==> config.mk <==
export PLATFORM = sky130hd
export DESIGN_NAME = fetch_stage
export DESIGN_NICKNAME = d
export VERILOG_FILES = /design/src/rtl/fetch_stage.sv
export SDC_FILE = /design/constraint.sdc
export NUM_CORES = 1
export LEC_CHECK = 0
export ABC_AREA = 1
export ABC_CLOCK_PERIOD_IN_PS = 7400
export BUFFER_PORTS_ARGS = -buffer_cell sky130_fd_sc_hd__buf_4
export CORE_MARGIN = 4
export CORE_UTILIZATION = 51
export DETAILED_ROUTE_END_ITERATION = 10
export GPL_TIMING_DRIVEN = 0
export MAX_ROUTING_LAYER = met4
export PLACE_DENSITY = 0.83
export SYNTH_ARGS = -nofsm -noshare
export SYNTH_HDL_FRONTEND = slang
export SYNTH_SLANG_ARGS = --single-unit
==> constraint.sdc <==
create_clock -name clk_i -period 7.4 [get_ports clk_i]
set_input_delay 1.11 -clock clk_i [delete_from_list [all_inputs] [get_ports clk_i]]
set_output_delay 1.11 -clock clk_i [all_outputs]
set_load 0.02 [all_outputs]
==> src/rtl/fetch_stage.sv <==
// fetch_stage: RV32I instruction fetch stage.
// Owns the program counter and keeps at most one word read outstanding to
// instruction memory. Returned instructions land in an output register, with
// one skid entry behind it for when decode is stalled. A consumed instruction
// may carry a PCSel redirect, which flushes everything fetched behind it.
// Optional feature macro: FETCH_ALIGN_CHK_EN. When it is defined, a redirect
// to a target that is not word aligned sets misalign_o and parks the stage in
// HALT until reset. When it is undefined, the target's low bits are dropped.
module fetch_stage #(
  parameter logic [31:0] RESET_PC = 32'h0000_0000
) (
  input  logic        clk_i,
  input  logic        rst_i,
  input  logic        PCSel_i,
  input  logic [31:0] alu_i,
  input  logic        stall_i,
  output logic        imem_req_o,
  output logic [31:0] imem_addr_o,
  input  logic        imem_rvalid_i,
  input  logic [31:0] imem_rdata_i,
  output logic [31:0] inst_o,
  output logic [31:0] pc_o,
  output logic [31:0] pc4_o,
  output logic        inst_valid_o,
  output logic        misalign_o
);

  typedef enum logic [2:0] {
    ST_IDLE = 3'd0,
    ST_REQ  = 3'd1,
    ST_WAIT = 3'd2,
    ST_FULL = 3'd3
`ifdef FETCH_ALIGN_CHK_EN
    , ST_HALT = 3'd4
`endif
  } state_e;

  state_e      state_q, state_d;
  logic [31:0] pc_q, pc_d;              // address of the next word to fetch
  logic        kill_q, kill_d;          // outstanding response belongs to a flushed path
  logic [31:0] inst_q, inst_d;          // output register: instruction
  logic [31:0] ipc_q, ipc_d;            // output register: its PC
  logic [31:0] pc4_q, pc4_d;            // output register: its PC + 4
  logic        valid_q, valid_d;        // output register holds an instruction
  logic [31:0] skid_inst_q, skid_inst_d;
  logic [31:0] skid_pc_q, skid_pc_d;
  logic        req_q, req_d;            // request strobe, high exactly while in REQ

  logic        consume_s;
  logic        redirect_s;
  logic [31:0] target_s;
  logic [31:0] pc_inc_s;

  assign consume_s  = valid_q && !stall_i;
  assign redirect_s = consume_s && PCSel_i;
  assign target_s   = {alu_i[31:2], 2'b00};
  assign pc_inc_s   = pc_q + 32'd4;

`ifdef FETCH_ALIGN_CHK_EN
  logic misalign_q, misalign_d;
  logic misalign_s;

  assign misalign_s = redirect_s && (alu_i[1:0] != 2'b00);
`else
  // Target low bits are intentionally dropped in this build.
  logic unused_alu_lsb_s;

  assign unused_alu_lsb_s = ^alu_i[1:0];
`endif

  // Next-state logic: FSM transitions, PC update, output/skid register loads.
  always_comb begin
    state_d     = state_q;
    pc_d        = pc_q;
    kill_d      = kill_q;
    inst_d      = inst_q;
    ipc_d       = ipc_q;
    valid_d     = valid_q;
    skid_inst_d = skid_inst_q;
    skid_pc_d   = skid_pc_q;
`ifdef FETCH_ALIGN_CHK_EN
    misalign_d  = misalign_q;
`endif

    case (state_q)
      ST_IDLE: begin
        state_d = ST_REQ;
      end

      ST_REQ: begin
        // The request for pc_q leaves this cycle no matter what; a redirect
        // can only mark its response as stale.
        state_d = ST_WAIT;
        if (redirect_s) begin
          pc_d    = target_s;
          kill_d  = 1'b1;
          valid_d = 1'b0;
        end else if (consume_s) begin
          valid_d = 1'b0;
        end else begin
          valid_d = valid_q;
        end
      end

      ST_WAIT: begin
        if (imem_rvalid_i && kill_q) begin
          // Response to a flushed path: drop it and fetch from pc_q.
          kill_d  = 1'b0;
          state_d = ST_REQ;
          if (redirect_s) begin
            pc_d    = target_s;
            valid_d = 1'b0;
          end else if (consume_s) begin
            valid_d = 1'b0;
          end else begin
            valid_d = valid_q;
          end
        end else if (imem_rvalid_i && redirect_s) begin
          // Data arrives together with a redirect: it is already stale.
          pc_d    = target_s;
          valid_d = 1'b0;
          state_d = ST_REQ;
        end else if (imem_rvalid_i && (!valid_q || consume_s)) begin
          inst_d  = imem_rdata_i;
          ipc_d   = pc_q;
          valid_d = 1'b1;
          pc_d    = pc_inc_s;
          state_d = ST_REQ;
        end else if (imem_rvalid_i) begin
          // Output is held by a stall: park the word in the skid entry.
          skid_inst_d = imem_rdata_i;
          skid_pc_d   = pc_q;
          pc_d        = pc_inc_s;
          state_d     = ST_FULL;
        end else if (redirect_s) begin
          pc_d    = target_s;
          kill_d  = 1'b1;
          valid_d = 1'b0;
        end else if (consume_s) begin
          valid_d = 1'b0;
        end else begin
          valid_d = valid_q;
        end
      end

      ST_FULL: begin
        // No request is outstanding here, so memory responses cannot occur.
        if (redirect_s) begin
          pc_d        = target_s;
          valid_d     = 1'b0;
          skid_inst_d = 32'd0;
          skid_pc_d   = 32'd0;
          state_d     = ST_REQ;
        end else if (consume_s) begin
          inst_d      = skid_inst_q;
          ipc_d       = skid_pc_q;
          valid_d     = 1'b1;
          skid_inst_d = 32'd0;
          skid_pc_d   = 32'd0;
          state_d     = ST_REQ;
        end else begin
          state_d = ST_FULL;
        end
      end

`ifdef FETCH_ALIGN_CHK_EN
      ST_HALT: begin
        // Terminal until reset; late responses are ignored.
        valid_d = 1'b0;
        state_d = ST_HALT;
      end
`endif

      default: begin
        state_d = ST_IDLE;
        valid_d = 1'b0;
        kill_d  = 1'b0;
      end
    endcase

`ifdef FETCH_ALIGN_CHK_EN
    // A misaligned redirect overrides every other transition.
    if (misalign_s) begin
      misalign_d  = 1'b1;
      state_d     = ST_HALT;
      valid_d     = 1'b0;
      kill_d      = 1'b0;
      pc_d        = pc_q;
      skid_inst_d = 32'd0;
      skid_pc_d   = 32'd0;
    end else begin
      misalign_d  = misalign_q;
    end
`endif

    req_d = (state_d == ST_REQ);
    pc4_d = ipc_d + 32'd4;
  end

  // State and output registers, cleared asynchronously by rst_i.
  always_ff @(posedge clk_i or posedge rst_i) begin
    if (rst_i) begin
      state_q     <= ST_IDLE;
      pc_q        <= RESET_PC;
      kill_q      <= 1'b0;
      inst_q      <= 32'd0;
      ipc_q       <= 32'd0;
      pc4_q       <= 32'd4;
      valid_q     <= 1'b0;
      skid_inst_q <= 32'd0;
      skid_pc_q   <= 32'd0;
      req_q       <= 1'b0;
`ifdef FETCH_ALIGN_CHK_EN
      misalign_q  <= 1'b0;
`endif
    end else begin
      state_q     <= state_d;
      pc_q        <= pc_d;
      kill_q      <= kill_d;
      inst_q      <= inst_d;
      ipc_q       <= ipc_d;
      pc4_q       <= pc4_d;
      valid_q     <= valid_d;
      skid_inst_q <= skid_inst_d;
      skid_pc_q   <= skid_pc_d;
      req_q       <= req_d;
`ifdef FETCH_ALIGN_CHK_EN
      misalign_q  <= misalign_d;
`endif
    end
  end

  assign imem_req_o   = req_q;
  assign imem_addr_o  = pc_q;
  assign inst_o       = inst_q;
  assign pc_o         = ipc_q;
  assign pc4_o        = pc4_q;
  assign inst_valid_o = valid_q;
`ifdef FETCH_ALIGN_CHK_EN
  assign misalign_o   = misalign_q;
`else
  assign misalign_o   = 1'b0;
`endif

endmodule

# Yosys cells after proc, flatten, opt, wreduce, memory -nomap -nowiden
# Cells that the tools add are included.
# W data, S select, Z words.
# op_classes
n_addsub	2
eq_ne	16
n_mux	52
n_bitwise	2
reduce_logical	17
# op_table
cell	n
$mux W32	25
$pmux W32 S2	5
$add A32 B3 Y32 const B	2
$ne A2 B2 Y1 const B	7
$mux W1	13
$mux W3	4
$ne A3 B3 Y1 const B	4
$pmux W3 S4	1
$reduce_and A6 Y1	2
$eq A3 B1 Y1 const B	2
$eq A3 B2 Y1 const B	2
$logic_and A1 B1 Y1	5
$ne A5 B5 Y1 const B	1
$mux W2	2
$pmux W1 S4	1
$reduce_and A4 Y1	1
$reduce_bool A2 Y1	2
$reduce_or A2 Y1	2
$logic_not A3 Y1	1
$pmux W1 S3	1
$reduce_and A3 Y1	1
$logic_not A1 Y1	2
$not A1 Y1	2
$logic_or A1 B1 Y1	1
# word_totals
regBits	198
inputBits	69
out_inout_bits	131
wordCells	99

# Depth between registers and ports, before layout
# logic_depth
depth_word	9
depth_mapped	17
ltp_nobuf	15

# Worst setup path before layout
# OpenSTA, ideal clock, no wires.
# synth_path
path_type	input to register
startpoint	input stall_i
endpoint	register pc4_q[30], in the netlist pc4_o[30]
setup_time_ns	0.117
arrival_ns	2.728
required_time_ns	7.283
setup_slack_ns	4.556
stages	15
path_buffers	1
cell_sequence	inv_2 nand3_2 buf_6 clkinv_1 nand2_1 nand3_1 nand3_2 ha_1 inv_1 nor2_2 inv_1 nor2_2 nand2_1 nand2_1 nand2_1
# synth_between
elab_chain_cells	9
elab_cells_between_ends	13
classes_between	add/sub: 1; mux: 6; reduce/logical: 6
# synth_lines
item	line_no	text
start: declaration	16	input logic stall_i,
$logic_not A1 Y1 *	54	assign consume_s = valid_q && !stall_i;
$logic_and A1 B1 Y1 *	54	
$logic_or A1 B1 Y1	123	end else if (imem_rvalid_i && (!valid_q || consume_s)) begin
$logic_and A1 B1 Y1	123	
$mux W32	123	
$mux W32	118	end else if (imem_rvalid_i && redirect_s) begin
$mux W32	106	if (imem_rvalid_i && kill_q) begin
$pmux W32 S2 *	85	case (state_q)
named net ipc_d[2]	42	logic [31:0] ipc_q, ipc_d;
$add A32 B3 Y32 *	197	pc4_d = ipc_d + 32'd4;
named net pc4_d[30]	43	logic [31:0] pc4_q, pc4_d;
end signal: assignment	222	pc4_q <= pc4_d;
end: declaration	43	
# Mark *: on every way through the listed nets, which the timed path passes. The rest lies on a longest branch.
# A chain may end at the register's enable or synchronous reset.

# Worst setup path after layout
# layout_path
startpoint	input imem_rvalid_i
endpoint	register pc4_q[30], in the netlist pc4_o[30]
# layout_between
elab_chain_cells	6
elab_cells_between_ends	8
classes_between	add/sub: 1; mux: 4; reduce/logical: 3
# layout_lines
item	line_no	text
start: declaration	19	input logic imem_rvalid_i,
$logic_and A1 B1 Y1	123	
$mux W32	123	
$mux W32	118	
$mux W32 *	106	
$pmux W32 S2 *	85	
named net ipc_d[2]	42	
$add A32 B3 Y32 *	197	
named net pc4_d[30]	43	
# Marked as above.

==> impl_metrics.py <==
metrics = {
    "run_status": {
        "status": "complete, no violations",
    },
    "detailed_routing": {
        "routed_wl_um": 36300,
        "ant_nets": 0,
        "dr.pass1.iters": 7,
        "via_count": 10804,
        "drc": 0,
        "routedWlPerCell_um": 19.0,
        "via_per_inst": 5.67,
        "drt_iter0_drc": 1191,
    },
    "setup_path": {
        "path_max_fanout": 9,
        "crit_type": "input port to register",
        "r2r_end": "imem_addr_o[27]$_DFFE_PP0P_",
        "arrival_ps": 3450,
        "r2r_cells": 9,
        "endpoint_kind": "register",
        "start_kind": "input port",
        "critPathRequiredTime_ps": 7730,
        "reg2reg_from": "state_q[1]$_DFF_PP0_",
        "r2r_setup_slack_ps": 4570,
    },
    "hold_path": {
        "hold_path_class": "register to register",
        "min_path_cells": 2,
        "worstHoldStart": "skid_pc_q[21]$_DFFE_PP0P_",
        "min_to": "skid_pc_q[21]$_DFFE_PP0P_",
    },
    "job": {
        "cap_viol_max_count": 0,
    },
    "place": {
        "dp_hpwl_um": 27800,
        "portBuffers": 196,
        "place.gp.congestion": 0.979,
        "placed_area_sq_um": 12400,
    },
    "grt": {
        "grt_pass1_wl_um": 57300,
        "grt.total_usage_pct": 32.0,
        "grt_pass1_vias": 10480,
        "grt-ovfl-total": 0,
        "grt_antenna_before_repair": 0,
        "grt_start_max_net_pins": 103,
    },
    "floorplan": {
        "die_area_sq_um": 23100,
        "io_pins": 200,
        "die_x_um": 152,
        "core-area_sq_um": 20300,
        "die-height_um": 152,
        "row_count": 52,
        "start_util_pct": 52.2,
    },
    "sta": {
        "rsz0062_at_grt": "no",
        "tns_ps": 0,
        "max_freq_mhz": 321,
        "period_needed_ps": 3120,
        "tightest_slew_ps": 748,
        "finalSetupViolCount": 0,
        "maxSlewViolCount": 0,
        "clock_skew_ps": 16.6,
        "final_hold_viol_count": 0,
        "slew_headroom_pct": 50.1,
        "period_share_pct": 42.1,
    },
    "logic_synthesis": {
        "synth_edf_count": 0,
        "yosys_warnings": 0,
        "post_synth.cell_area_avg_sq_um": 7.53,
        "synthArstFlopShare_pct": 100,
        "syn_area_sq_um": 10600,
        "synth-seq-cells": 196,
        "seq_area_frac_synth_pct": 46.3,
        "ys_types": 46,
        "synth_flop_cell": "dfrtp_1",
        "synthCells": 1406,
    },
    "cells_and_area": {
        "fill_cells": 1800,
        "multiInputGateArea_sq_um": 4840,
        "area_growth_pct": 22.9,
        "nets": 1694,
        "seqCellArea_sq_um": 4910,
        "drive_gt1_share_pct": 19.5,
        "n_antenna_cell": 0,
        "design_area_sq_um": 13000,
    },
    "power_and_ir_drop": {
        "switching_share_pct": 46.5,
        "ir_drop_mv": 0.211,
        "p_leak_nw": 6.38,
        "p_total_mw": 5.38,
        "p_per_area_nw_per_um2": 413,
        "combPwrFrac_pct": 48.5,
        "clock_power_share_pct": 17.0,
        "p_switching_mw": 2.50,
        "p_seq_share_pct": 34.5,
        "p_int_mw": 2.87,
    },
    "clocking": {
        "post_cts_buffers": 0,
        "cts_root_buf": "clkbuf_16",
        "cts_sinks": 196,
        "cts.path.max_buffers": 2,
        "hold_buffers": 0,
        "clkTransAtPathRegs_ps": 80,
        "cts_tree": "yes",
        "htree_levels": 4,
        "ctsResizeCount": 0,
        "numCtsBuffers": 17,
        "clock_latency_ps": 440,
    },
}
-- cell families after synthesis --
logic type | synth area share [%]
AO/OA/AOI/OAI | 12.8
XOR/XNOR | 1.49
adder cells (fa/ha/maj) | 0.236
buffers and inverters | 8.01
flip-flops | 46.3
other | 0.0354
AND/OR/NAND/NOR | 31.1
-- flip-flops by register name, indices dropped and copies added (netlist names), 3 cells and up, named ones only --
| signal | count |
|---|---|
| skid_inst_q | 32 |
| pc4_o | 30 |
| state_q | 3 |
| inst_o | 32 |
| pc_o | 30 |
| skid_pc_q | 32 |
| imem_addr_o | 32 |
-- metal layers --
| layer | track usage, % | wire length [um] | vias up |
|---|---|---|---|
| li1 | - | - | 5030 |
| met4 | 13.4 | 1430 | 0 |
| met2 | 49.2 | 16900 | 594 |
| met5 | - | 0 | - |
| met3 | 4.92 | 2970 | 86 |
| met1 | 42.6 | 15000 | 5094 |
-- final cells by class --
type                    count  share of cell area [%]
flip-flops and latches    196                    37.7
multi-input cells        1007                    37.2
repair buffers            197                    11.5
inverters                 138                    4.04
clock buffers              18                    3.37
well taps                 270                    2.60
plain buffers              66                    2.54
clock inverters            13                    1.06
-- how the worst max path moves through the flow --
stage / slack, ps / end / start
after floorplan: 950 / asynchronous set/reset pin / rst_i
final: 4280 / pc4_o[30]$_DFF_PP0_ / imem_rvalid_i
after detailed placement: 3900 / pc4_o[30]$_DFF_PP0_ / stall_i
after CTS: 4360 / pc4_o[30]$_DFF_PP0_ / stall_i
after global routing: 4160 / pc4_o[30]$_DFF_PP0_ / imem_rvalid_i
after global placement: -1160 / imem_addr_o[17]$_DFFE_PP0P_ / rst_i
-- critical path, cell delays in order --
cell	delay [ps]
buf_4	130
inv_2	120
nor2_2	170
nand3_4	180
nor2_1	250
nand2_1	120
nand3_2	170
ha_1	340
inv_1	130
nor2_2	270
inv_1	90
nor2_2	160
nand2_1	70
nand2_1	60
nand2_1	70
-- synthesized netlist by cell type (3+ instances only) --
| cell | instances | area (sq um) |
|---|---|---|
| nand3_1 | 115 | 576 |
| o31ai_1 | 29 | 218 |
| nand3b_1 | 6 | 45.0 |
| xor2_1 | 14 | 123 |
| inv_1 | 123 | 462 |
| nor3_1 | 26 | 130 |
| o221ai_1 | 3 | 26.3 |
| o22ai_1 | 4 | 25.0 |
| buf_2 | 24 | 120 |
| nand2_1 | 441 | 1660 |
| nor2_2 | 9 | 56.3 |
| a21oi_1 | 26 | 130 |
| nand3_2 | 12 | 120 |
| inv_2 | 13 | 48.8 |
| buf_6 | 4 | 45.0 |
| a221oi_1 | 3 | 26.3 |
| dfrtp_1 | 195 | 4880 |
| buf_4 | 6 | 45.0 |
| xnor2_1 | 4 | 35.0 |
| a32oi_1 | 5 | 43.8 |
| clkbuf_1 | 24 | 90.1 |
| o21ai_1 | 5 | 25.0 |
| o21ai_0 | 79 | 395 |
| o311ai_0 | 3 | 26.3 |
| a21boi_0 | 6 | 45.0 |
| a31oi_1 | 32 | 200 |
| nor2_1 | 128 | 480 |
| buf_1 | 8 | 30.0 |
| nand4_1 | 5 | 31.3 |
| nor2_4 | 5 | 56.3 |
| a22oi_1 | 4 | 30.0 |
| o211ai_1 | 14 | 105 |
| nand2_2 | 13 | 81.3 |
-- through the flow --
stage	utilization [%]	setup WS [ps]	cells	hold WS, ps
final	64.1	4280	1905	486
after global routing	64.1	4160	1905	512
after CTS	64.1	4360	1905	487
after detailed placement	61.3	3900	1874	470
after global placement	61.1	-1160	1873	464
after floorplan	-	951	1407	452
-- power groups by stage --
stage                     sequential [mW]  combinational, mW  clock, mW
final                                1.86               2.61      0.915
after global routing                 1.90               2.82      0.966
after CTS                            1.84               2.58      0.919
after detailed placement             1.86               2.57          0
after global placement               1.85               2.52          0
after floorplan                      2.17               1.15          0
-- placed cells by master, fill, tap and decap left out, drive strengths merged, types with 29 or more instances in the layout --
master,instances
dfrtp,195
nand3,129
o21ai,84
nand2,455
inv,143
o31ai,29
nor2,142
buf,239
a31oi,32
clkbuf,42
Power figures use the tool's default switching activity.
